**src/rtl/hack_rom_loader_pkg.sv**
```systemverilog
// Shared types and constants for the Hack boot loader: FSM encoding, field widths
// and the checksum/state helper functions.
package hack_rom_loader_pkg;

  localparam int HACK_WORD_W = 16;
  localparam int BYTE_W      = 8;
  localparam int LEN_W       = 16;
  localparam int CSUM_W      = 8;

  typedef enum logic [2:0] {
    ST_LEN_HI  = 3'd0,
    ST_LEN_LO  = 3'd1,
    ST_DATA_HI = 3'd2,
    ST_DATA_LO = 3'd3,
    ST_CSUM    = 3'd4,
    ST_RUN     = 3'd5,
    ST_ERR     = 3'd6
  } state_t;

  // Running frame checksum: 8-bit sum, carry discarded.
  function automatic logic [CSUM_W-1:0] csum_add(input logic [CSUM_W-1:0] acc,
                                                 input logic [BYTE_W-1:0] b);
    return acc + b;
  endfunction

  function automatic logic is_rx_state(input state_t s);
    return (s == ST_LEN_HI) || (s == ST_LEN_LO) || (s == ST_DATA_HI) ||
           (s == ST_DATA_LO) || (s == ST_CSUM);
  endfunction

endpackage

```
**src/rtl/hack_word_assembler.sv**
```systemverilog
// Joins hi/lo bytes into a Hack word, emits a one-cycle write strobe and keeps
// the running checksum of all data bytes.
module hack_word_assembler
  import hack_rom_loader_pkg::*;
(
  input  logic                   clock,
  input  logic                   reset,
  input  logic                   clear,
  input  logic                   hi_en,
  input  logic                   lo_en,
  input  logic [BYTE_W-1:0]      data,
  output logic                   we,
  output logic [HACK_WORD_W-1:0] wdata,
  output logic [CSUM_W-1:0]      csum
);

  logic [BYTE_W-1:0]      hi_r;
  logic [HACK_WORD_W-1:0] wdata_r;
  logic [CSUM_W-1:0]      csum_r;
  logic                   we_r;

  // Byte latch, word join, strobe and checksum accumulation.
  always_ff @(posedge clock or negedge reset) begin
    if (!reset) begin
      hi_r    <= {BYTE_W{1'b0}};
      wdata_r <= {HACK_WORD_W{1'b0}};
      csum_r  <= {CSUM_W{1'b0}};
      we_r    <= 1'b0;
    end else begin
      we_r <= lo_en;
      if (clear) begin
        hi_r   <= {BYTE_W{1'b0}};
        csum_r <= {CSUM_W{1'b0}};
      end else if (hi_en) begin
        hi_r   <= data;
        csum_r <= csum_add(csum_r, data);
      end else if (lo_en) begin
        wdata_r <= {hi_r, data};
        csum_r  <= csum_add(csum_r, data);
      end
    end
  end

  assign we    = we_r;
  assign wdata = wdata_r;
  assign csum  = csum_r;

endmodule

```
**src/rtl/hack_rom_loader.sv**
```systemverilog
// Boot loader: parses a length/data/checksum byte frame, writes words into the
// Hack ROM and releases the CPU from reset only once the image is verified.
module hack_rom_loader
  import hack_rom_loader_pkg::*;
#(
  parameter int ADDR_W    = 15,
  parameter int MAX_WORDS = 32768
) (
  input  logic                   clock,
  input  logic                   reset,
  input  logic                   in_valid,
  input  logic [BYTE_W-1:0]      in_data,
  output logic                   in_ready,
  input  logic                   reload,
  output logic                   rom_we,
  output logic [ADDR_W-1:0]      rom_addr,
  output logic [HACK_WORD_W-1:0] rom_wdata,
  output logic                   cpu_reset,
  output logic                   done,
  output logic                   error
);

  localparam int CNT_W = ADDR_W + 1;
  localparam int CMP_W = (ADDR_W + 2 > LEN_W + 1) ? ADDR_W + 2 : LEN_W + 1;

  state_t              state_r, state_next_s;
  logic [LEN_W-1:0]    len_r, len_s;
  logic [CNT_W-1:0]    word_cnt_r;
  logic [CMP_W-1:0]    next_cnt_s;
  logic [ADDR_W-1:0]   addr_r;
  logic                in_ready_r, cpu_reset_r, done_r, error_r;
  logic                xfer_s, hi_en_s, lo_en_s, clear_s, rom_we_s;
  logic [CSUM_W-1:0]   csum_s;

  assign xfer_s     = in_valid && in_ready_r;
  assign len_s      = {len_r[LEN_W-1:BYTE_W], in_data};
  assign next_cnt_s = CMP_W'(word_cnt_r) + CMP_W'(1);

  // State register.
  always_ff @(posedge clock or negedge reset) begin
    if (!reset) state_r <= ST_LEN_HI;
    else        state_r <= state_next_s;
  end

  // Next-state decode and byte routing into the assembler.
  always_comb begin
    state_next_s = state_r;
    hi_en_s      = 1'b0;
    lo_en_s      = 1'b0;
    clear_s      = 1'b0;
    case (state_r)
      ST_LEN_HI: begin
        if (xfer_s) state_next_s = ST_LEN_LO;
        else        state_next_s = state_r;
      end
      ST_LEN_LO: begin
        if (xfer_s) begin
          if (CMP_W'(len_s) > CMP_W'(MAX_WORDS)) state_next_s = ST_ERR;
          else if (len_s == {LEN_W{1'b0}})       state_next_s = ST_CSUM;
          else                                   state_next_s = ST_DATA_HI;
        end else begin
          state_next_s = state_r;
        end
      end
      ST_DATA_HI: begin
        hi_en_s = xfer_s;
        if (xfer_s) state_next_s = ST_DATA_LO;
        else        state_next_s = state_r;
      end
      ST_DATA_LO: begin
        lo_en_s = xfer_s;
        // word_cnt_r still holds this word's index; it advances one edge later
        if (xfer_s) begin
          if (next_cnt_s == CMP_W'(len_r)) state_next_s = ST_CSUM;
          else                             state_next_s = ST_DATA_HI;
        end else begin
          state_next_s = state_r;
        end
      end
      ST_CSUM: begin
        if (xfer_s) begin
          if (in_data == csum_s) state_next_s = ST_RUN;
          else                   state_next_s = ST_ERR;
        end else begin
          state_next_s = state_r;
        end
      end
      ST_RUN: begin
        if (reload) begin
          state_next_s = ST_LEN_HI;
          clear_s      = 1'b1;
        end else begin
          state_next_s = state_r;
        end
      end
      ST_ERR:  state_next_s = ST_ERR;
      default: state_next_s = ST_ERR;
    endcase
  end

  // Length capture, word index and ROM address.
  always_ff @(posedge clock or negedge reset) begin
    if (!reset) begin
      len_r      <= {LEN_W{1'b0}};
      word_cnt_r <= {CNT_W{1'b0}};
      addr_r     <= {ADDR_W{1'b0}};
    end else begin
      if (clear_s)       word_cnt_r <= {CNT_W{1'b0}};
      else if (rom_we_s) word_cnt_r <= word_cnt_r + CNT_W'(1);
      if (xfer_s && (state_r == ST_LEN_HI)) len_r[LEN_W-1:BYTE_W] <= in_data;
      if (xfer_s && (state_r == ST_LEN_LO)) len_r[BYTE_W-1:0]     <= in_data;
      if (lo_en_s) addr_r <= word_cnt_r[ADDR_W-1:0];
    end
  end

  // Status outputs registered from the next state so they track it exactly.
  always_ff @(posedge clock or negedge reset) begin
    if (!reset) begin
      in_ready_r  <= 1'b0;
      cpu_reset_r <= 1'b1;
      done_r      <= 1'b0;
      error_r     <= 1'b0;
    end else begin
      in_ready_r  <= is_rx_state(state_next_s);
      cpu_reset_r <= (state_next_s != ST_RUN);
      done_r      <= (state_next_s == ST_RUN);
      error_r     <= (state_next_s == ST_ERR);
    end
  end

  hack_word_assembler u_asm (
    .clock (clock),
    .reset (reset),
    .clear (clear_s),
    .hi_en (hi_en_s),
    .lo_en (lo_en_s),
    .data  (in_data),
    .we    (rom_we_s),
    .wdata (rom_wdata),
    .csum  (csum_s)
  );

  assign in_ready  = in_ready_r;
  assign rom_we    = rom_we_s;
  assign rom_addr  = addr_r;
  assign cpu_reset = cpu_reset_r;
  assign done      = done_r;
  assign error     = error_r;

endmodule

```
**config.mk**
```make
export PLATFORM = sky130hd
export DESIGN_NAME = hack_rom_loader
export DESIGN_NICKNAME = d
export VERILOG_FILES = /design/src/rtl/hack_rom_loader_pkg.sv /design/src/rtl/hack_word_assembler.sv /design/src/rtl/hack_rom_loader.sv
export SDC_FILE = /design/constraint.sdc
export NUM_CORES = 1
export LEC_CHECK = 0
export CORE_MARGIN = 5
export CORE_UTILIZATION = 45
export CTS_CLUSTER_SIZE = 24
export DETAILED_ROUTE_END_ITERATION = 12
export GPL_ROUTABILITY_DRIVEN = 0
export PLACE_DENSITY = 0.66
export SYNTH_ARGS = -nofsm -noshare
export SYNTH_HDL_FRONTEND = slang
export SYNTH_HIERARCHICAL = 1
export SYNTH_SLANG_ARGS = --single-unit
export TNS_END_PERCENT = 5
```
**constraint.sdc**
```tcl
create_clock -name clock -period 2.8 [get_ports clock]
set_input_delay 0.42 -clock clock [delete_from_list [all_inputs] [get_ports clock]]
set_output_delay 0.42 -clock clock [all_outputs]
set_load 0.01 [all_outputs]
```
==> results of run 1 <==
[where the power goes]
group	total, W	internal, W	switching [W]
Combinational	0.00291	0.00158	0.00133
Sequential	0.00250	0.00187	0.000636
Clock	0.00101	0.000516	0.000492
Total	0.00642	0.00396	0.00246
[routing by layer]
layer / vias up / part of all wire, % / track usage, %
met5: - / 0 / 0
met3: 19 / 4.2 / 3.38
met2: 83 / 48 / 25.3
met4: 0 / 1.5 / 5.68
met1: 1587 / 47 / 22.3
li1: 1535 / - / -
[cell type report]
cell class	instances	area [µm²]
clock buffer	9	124
inverter	5	18.8
multi-input combinational	290	2220
clock inverter	7	103
sequential	87	2180
fill	900	4710
timing repair buffer	64	611
tap	136	170
[path summary, 6_finish.rpt]
kind	startpoint	endpoint	slack, ns	depth (start not counted)
worst max-delay path	word_cnt_r[2]	state_r[2]	0.49	6
worst min-delay path	rom_addr[10]	rom_addr[10]	0.49	2
worst max register to register	word_cnt_r[2]	state_r[2]	0.49	6
worst min register to register	rom_addr[10]	rom_addr[10]	0.49	2
max in group asynchronous	reset	cpu_reset	1.62	3
min in group asynchronous	reset	rom_addr[0]	0.52	2
[flip-flops by register name, indices dropped and copies added (netlist names)]
register,count
done,1
error,1
word_cnt_r,16
state_r,3
u_asm/wdata,16
u_asm/hi_r,8
u_asm/we,1
u_asm/csum,8
in_ready,1
rom_addr,15
len_r,16
cpu_reset,1
[cell usage in the layout (no fill, tap or decap), types with 2 or more instances in the layout]
master / synthesis / routed
sky130_fd_sc_hd__dfrtp_1: 86 / 86
sky130_fd_sc_hd__clkdlybuf4s50_1: 0 / 46
sky130_fd_sc_hd__mux2_2: 45 / 45
sky130_fd_sc_hd__nor2_1: 39 / 39
sky130_fd_sc_hd__xnor2_1: 31 / 31
sky130_fd_sc_hd__nand2_1: 27 / 27
sky130_fd_sc_hd__xor2_1: 19 / 19
sky130_fd_sc_hd__buf_4: 3 / 16
sky130_fd_sc_hd__nor3_1: 12 / 12
sky130_fd_sc_hd__mux2i_1: 12 / 12
sky130_fd_sc_hd__o21ai_0: 11 / 11
sky130_fd_sc_hd__nand4_1: 9 / 9
sky130_fd_sc_hd__clkbuf_8: 4 / 9
sky130_fd_sc_hd__nand3_1: 8 / 8
sky130_fd_sc_hd__ha_1: 8 / 8
sky130_fd_sc_hd__a21oi_1: 6 / 6
sky130_fd_sc_hd__nor4_1: 6 / 6
sky130_fd_sc_hd__inv_1: 5 / 5
sky130_fd_sc_hd__o31ai_1: 5 / 5
sky130_fd_sc_hd__and3_1: 3 / 3
sky130_fd_sc_hd__a211oi_1: 3 / 3
sky130_fd_sc_hd__nor3b_1: 3 / 3
sky130_fd_sc_hd__o31a_1: 2 / 2
sky130_fd_sc_hd__nand3_4: 2 / 2
sky130_fd_sc_hd__nand3b_1: 2 / 2
sky130_fd_sc_hd__a21o_2: 2 / 2
sky130_fd_sc_hd__o21a_1: 2 / 2
sky130_fd_sc_hd__a31oi_1: 2 / 2
sky130_fd_sc_hd__nor4_2: 2 / 2
sky130_fd_sc_hd__or3_1: 2 / 2
sky130_fd_sc_hd__inv_6: 0 / 2
sky130_fd_sc_hd__bufinv_16: 0 / 2
sky130_fd_sc_hd__nand2b_1: 2 / 2
[cell families (layout without fill, tap and decap cells)]
| kind of cell | count (synthesis) | in the layout |
|---|---|---|
| adder cells (fa/ha/maj) | 9 | 9 |
| buffers and inverters | 27 | 85 |
| AO/OA/AOI/OAI | 45 | 45 |
| multiplexers | 57 | 57 |
| XOR/XNOR | 51 | 51 |
| AND/OR/NAND/NOR | 128 | 128 |
| flip-flops | 87 | 87 |
[critical path: stages, from the launching register on]
cell	delay, ns
sky130_fd_sc_hd__dfrtp_1	0.57
sky130_fd_sc_hd__nand3_2	0.28
sky130_fd_sc_hd__nor4_1	0.39
sky130_fd_sc_hd__xnor2_1	0.18
sky130_fd_sc_hd__nand4_1	0.14
sky130_fd_sc_hd__or3_1	0.40
sky130_fd_sc_hd__o31ai_2	0.25
[through the flow]
step	setup WS, ns	instance area, µm²	instances	util [%]
2_1_floorplan	0.403	4610	404	-
3_3_place_gp	0.265	5190	581	51.2
3_5_place_dp	0.238	5190	581	51.2
4_1_cts	0.493	5430	598	53.5
5_1_grt	0.291	5430	598	53.5
6_report	0.490	5430	598	53.5
==> impl_metrics.py, run 1 <==
metrics = {
    "power_and_ir_drop": {
        "power_density_nw_per_um2": 1180,
        "vdd_ir_drop_max_uv": 523,
        "leakagePower_nw": 2.20,
        "p_total_w": 0.00642,
    },
    "yosys": {
        "post_synth_and_or_nand_nor_area_fraction_pct": 15.3,
        "seq_area_frac_synth_pct": 47.3,
        "synthXorXnorAreaFrac_pct": 9.86,
        "number_of_enable_type_register_cells_in_the_synthesized_netlist": 0,
        "yosys.area.top_type": "sky130_fd_sc_hd__dfrtp_1",
        "mappedNetlistNets": 425,
        "synth.distinct_cells": 63,
        "synth.top_cell.area_share_pct": 46.7,
        "multiplexer_share_of_the_synthesized_area_pct": 13.6,
        "synth-async-reset-ratio_pct": 100,
        "synth_flop_cell": "sky130_fd_sc_hd__dfrtp_1",
        "synthCells": 404,
        "synthMostInstantiatedCell": "sky130_fd_sc_hd__dfrtp_1",
        "mappedNetlistArea_um2": 4610,
        "yosys.area_share.adder_pct": 2.61,
        "synth_compound_area_share_pct": 6.82,
        "post_synth.cell_area_avg_um2": 11.4,
        "yosys_warnings": 6,
        "main_combinational_cell_family_by_area_after_synthesis": "simple AND/OR/NAND/NOR gates",
        "synth_top_cells_by_area": "sky130_fd_sc_hd__dfrtp_1, sky130_fd_sc_hd__mux2_2, sky130_fd_sc_hd__xnor2_1",
        "synth-seq-cells": 87,
        "synth_commonest_cells": "sky130_fd_sc_hd__dfrtp_1, sky130_fd_sc_hd__mux2_2, sky130_fd_sc_hd__nor2_1, sky130_fd_sc_hd__xnor2_1, sky130_fd_sc_hd__nand2_1",
    },
    "critical_path": {
        "setup.worst_path.class": "flip-flop to flip-flop",
        "cp.arrival_ns": 2.57,
        "critical_path_required_ns": 3.06,
        "startpoint_type": "flip-flop",
        "timing.critical_path.fanout_max": 9,
        "type_of_destination_of_the_critical_path": "flip-flop",
    },
    "timing": {
        "finalMaxSlewViolations": 0,
        "setup_viol_count_final": 0,
        "achievable-frequency_mhz": 433,
        "finalHoldViolations": 0,
        "fin_worst_skew_ns": 0.00929,
        "slew_headroom_pct": 50.5,
        "min_period_over_period_pct": 82.5,
        "grt_setup_unrepaired": "no",
        "hold_ws_ns": 0.489,
        "setup_tns_ns": 0,
        "tightest_slew_ns": 0.737,
        "min_period_ns": 2.31,
    },
    "detailed_routing": {
        "route.vias.total": 3224,
        "drc": 0,
        "wirelength_um": 9670,
        "detail_route.first_pass.iterations": 4,
        "drt.antenna.violating_nets": 0,
        "wl_per_cell_um": 16.2,
        "drt-initial-drc-count": 240,
        "vias_per_cell": 5.39,
    },
    "floorplanning": {
        "dieWidth_um": 111,
        "fp.dieH_um": 111,
        "core_area_um2": 10100,
        "die_area_um2": 12400,
        "floorplan.initialDensity_pct": 45.4,
        "io_pins": 48,
        "rows": 37,
    },
    "global_routing": {
        "track_usage_pct": 16.2,
        "antenna_found_initial": 0,
        "largest_net_degree_at_the_start_of_global_routing": 59,
        "first_global_vias": 3352,
        "wire_length_of_the_first_global_routing_pass_um": 16600,
        "grt-ovfl-total": 0,
    },
    "clock_tree": {
        "clock_tree.root_cell": "sky130_fd_sc_hd__clkbuf_8",
        "tritoncts_clock_tree": "built",
        "clock-sinks": 87,
        "htreeDepth": 3,
        "cts_repair_resize_count": 0,
        "cts_hold_buf": 1,
        "clkTransAtPathRegs_ns": 0.10,
        "cts_buffers": 9,
        "postCtsSetupRepairBufs": 0,
        "clockBufferDepth": 2,
        "clk_lat_worst_skew_ns": 0.35,
    },
    "final_layout": {
        "antenna_cells": 0,
        "drive_above_1_share_pct": 20.8,
        "layout.nets": 478,
        "syn_to_final_growth_pct": 17.8,
    },
    "place": {
        "port_buffers": 47,
        "place.detailed.hpwl_um": 6820,
    },
    "job": {
        "timing.max_cap.violations": 0,
    },
    "worst_hold_path": {
        "worstHoldPathType": "flip-flop to flip-flop",
    },
    "outcome": {
        "run_status": "completed",
    },
}
Power figures use the tool's default switching activity.
==> inputs of run 2 (changes only) <==
- PLACE_DENSITY: 0.66 -> 0.68
- clock period: 2.8 -> 2 ns (I/O delays scaled with it)
==> run 2 against run 1 <==
Net effect:
- the run now ends with negative setup slack left
- global-route usage is 2.0 points higher
- setup slack worse by 0.59 ns
- routed wire length increased by 14%
- register-to-register slack got worse by 0.59 ns
- sequential power is 36% higher
- die area unchanged
- count of clock-buffer cells in the layout increased by 4
- via count up 7.6%
- hold slack got worse by 0.22 ns
- sequential share of layout area decreased by 4.3 points
- non-clock buffer count is 65 higher
- highest routed layer unchanged
==> impl_metrics.py, run 2 (synthesized netlist as in run 1, its figures left out) <==
metrics = {
    "power_and_ir_drop": {
        "power_switching_w": 0.00376,
        "power.share.switching_pct": 37.9,
        "power_report.internal_total_w": 0.00617,
        "power.share.clock_pct": 12.3,
        "vdd_ir_drop_max_uv": 731,
        "power.combinational.fraction_pct": 53.4,
        "power_density_nw_per_um2": 1630,
        "power.sequential.fraction_pct": 34.3,
        "p_total_w": 0.00993,
        "leakagePower_nw": 2.56,
    },
    "critical_path": {
        "crit_slowest_cell": "sky130_fd_sc_hd__or3_4",
        "cpPeakStageDelay_ns": 0.42,
        "startpoint_type": "flip-flop",
        "critical_path.reg2reg.startpoint": "word_cnt_r[0]",
        "setup.worst_path.class": "flip-flop to flip-flop",
        "timing.critical_path.fanout_max": 4,
        "setup.reg_to_reg.worst_slack_ns": -0.10,
        "cp-startpoint": "word_cnt_r[0]",
        "critical_path_required_ns": 2.29,
        "cp.arrival_ns": 2.39,
        "type_of_destination_of_the_critical_path": "flip-flop",
        "timing.critical_path.cells": "buf_4 > ha_4 > nand3_4 > xnor2_1 > mux2i_1 > nand4_1 > or3_4 > o31ai_4",
    },
    "timing": {
        "finalHoldViolations": 0,
        "min_period_over_period_pct": 105,
        "finalMaxSlewViolations": 0,
        "setup_viol_count_final": 1,
        "hold_ws_ns": 0.264,
        "fin_ws_ns": -0.102,
        "min_period_ns": 2.10,
        "slew_headroom_pct": 68.1,
        "achievable-frequency_mhz": 476,
        "setup_tns_ns": -0.102,
        "fin_worst_skew_ns": 0.0125,
        "grt_setup_unrepaired": "yes",
        "tightest_slew_ns": 0.476,
    },
    "clock_tree": {
        "clock-sinks": 87,
        "tritoncts_clock_tree": "built",
        "htreeDepth": 3,
        "cts_buffers": 9,
        "clock_tree.root_cell": "sky130_fd_sc_hd__clkbuf_8",
        "clkTransAtPathRegs_ns": 0.09,
        "clockBufferDepth": 2,
        "clk_lat_worst_skew_ns": 0.37,
    },
    "final_layout": {
        "syn_to_final_growth_pct": 32.3,
        "finish.utilization_pct": 60.1,
        "number_of_standard_cells_in_the_final_layout_excluding_fillers": 663,
        "antenna_cells": 0,
        "top_library_cells_by_usage_in_the_layout_fill_and_taps_aside": "sky130_fd_sc_hd__dfrtp_1, sky130_fd_sc_hd__buf_4, sky130_fd_sc_hd__clkdlybuf4s50_1, sky130_fd_sc_hd__nor2_1, sky130_fd_sc_hd__mux2_2",
        "layout.nets": 543,
        "mostFrequentLayoutCell": "sky130_fd_sc_hd__dfrtp_1",
        "drive_above_1_share_pct": 34.7,
    },
    "floorplanning": {
        "dieWidth_um": 111,
        "core_area_um2": 10100,
        "fp.dieH_um": 111,
        "die_area_um2": 12400,
        "floorplan.initialDensity_pct": 45.4,
        "rows": 37,
        "io_pins": 48,
    },
    "global_routing": {
        "grt.busiest_layer": "met2",
        "grt_util_met1_pct": 25.7,
        "track_usage_pct": 18.2,
        "global_routing_usage_on_met3_pct": 2.40,
        "antenna_found_initial": 0,
        "grt_met2_usage_pct": 28.4,
        "largest_net_degree_at_the_start_of_global_routing": 54,
        "grt-ovfl-total": 0,
        "wire_length_of_the_first_global_routing_pass_um": 18100,
        "first_global_vias": 3531,
    },
    "worst_hold_path": {
        "worstHoldPathType": "input pin to async pin",
    },
    "detailed_routing": {
        "route.vias.total": 3469,
        "wirelength_um": 11100,
        "drt.antenna.violating_nets": 0,
        "wl_per_cell_um": 16.7,
        "vias_per_cell": 5.23,
        "drc": 0,
        "detail_route.first_pass.iterations": 4,
        "drt-initial-drc-count": 160,
    },
    "outcome": {
        "failing_checks": "negative setup slack",
        "run_status": "finished with violations",
    },
    "job": {
        "timing.max_cap.violations": 0,
    },
    "place": {
        "place.detailed.hpwl_um": 8050,
        "placed_instances": 638,
        "port_buffers": 47,
    },
}
-- run 2: changes by cell type in the layout (fill, tap and decap cells not counted), moves of 4 or more --
| cell | previous run | this run |
|---|---|---|
| sky130_fd_sc_hd__dfrtp_2 | 0 | 5 |
| sky130_fd_sc_hd__dfrtp_1 | 86 | 81 |
| sky130_fd_sc_hd__mux2_2 | 45 | 35 |
| sky130_fd_sc_hd__nor3_2 | 0 | 4 |
| sky130_fd_sc_hd__mux2_4 | 0 | 10 |
| sky130_fd_sc_hd__nor3_1 | 12 | 8 |
| sky130_fd_sc_hd__buf_4 | 16 | 78 |
-- run 2: repair_timing --
action,CTS,global route
endpoints found under the setup margin,4,11
hold buffers,1,0
hold endpoints to repair,54,0
pin swaps,1,7
gates resized for setup,9,24
cloned,0,0
setup buffers,0,8
-- run 2: routing by layer --
metal,part of all wire [%],routed length (µm)
met2,47,5210
met4,2.2,245
met5,0,0
met1,48,5270
met3,3.1,347
-- run 2: worst max-delay path, delay by kind of cell (launching register included) --
family | cells | cell delay (ns)
simple gates | 3 | 0.67
flops | 1 | 0.39
compound gates | 1 | 0.25
mux | 1 | 0.24
fa+ha+maj | 1 | 0.17
xor+xnor | 1 | 0.15
buf+inv | 1 | 0.14
-- run 2: power groups by stage --
stage / Sequential [W] / Combinational [W] / Clock [W]
floorplan: 0.00335 / 0.00317 / 0
global placement: 0.00339 / 0.00483 / 0
detailed placement: 0.00342 / 0.00495 / 0
CTS: 0.00340 / 0.00503 / 0.00126
global route: 0.00352 / 0.00577 / 0.00133
finish: 0.00340 / 0.00530 / 0.00122
-- run 2: through the flow --
step / setup slack [ns] / instance area (µm²)
finish: -0.102 / 6090
global placement: -0.314 / 5700
CTS: -0.0596 / 5930
floorplan: -0.140 / 4710
detailed placement: -0.440 / 5700
global route: -0.191 / 6090
-- run 2: worst paths after layout --
kind | end | cells after the start
setup / recovery | state_r[2] | 8
hold / removal | rom_addr[4] | 2
setup reg to reg | state_r[2] | 8
hold reg to reg | rom_addr[10] | 2
max in group asynchronous | word_cnt_r[7] | 3
min in group clock | u_asm/wdata[2] | 3
-- run 2: cell type report --
cell class                 count  area, µm²
timing repair buffer         129       1120
inverter                       5       18.8
sequential                    87       2180
multi-input combinational    290       2410
fill                         823       4040
tap                          136        170
clock inverter                 3       42.5
clock buffer                  13        149
==> inputs of run 3 (changes only) <==
- CTS_CLUSTER_SIZE: 24 -> 25
==> results of run 3 <==
Final layout, timing and power as in run 2 (identical DEF).
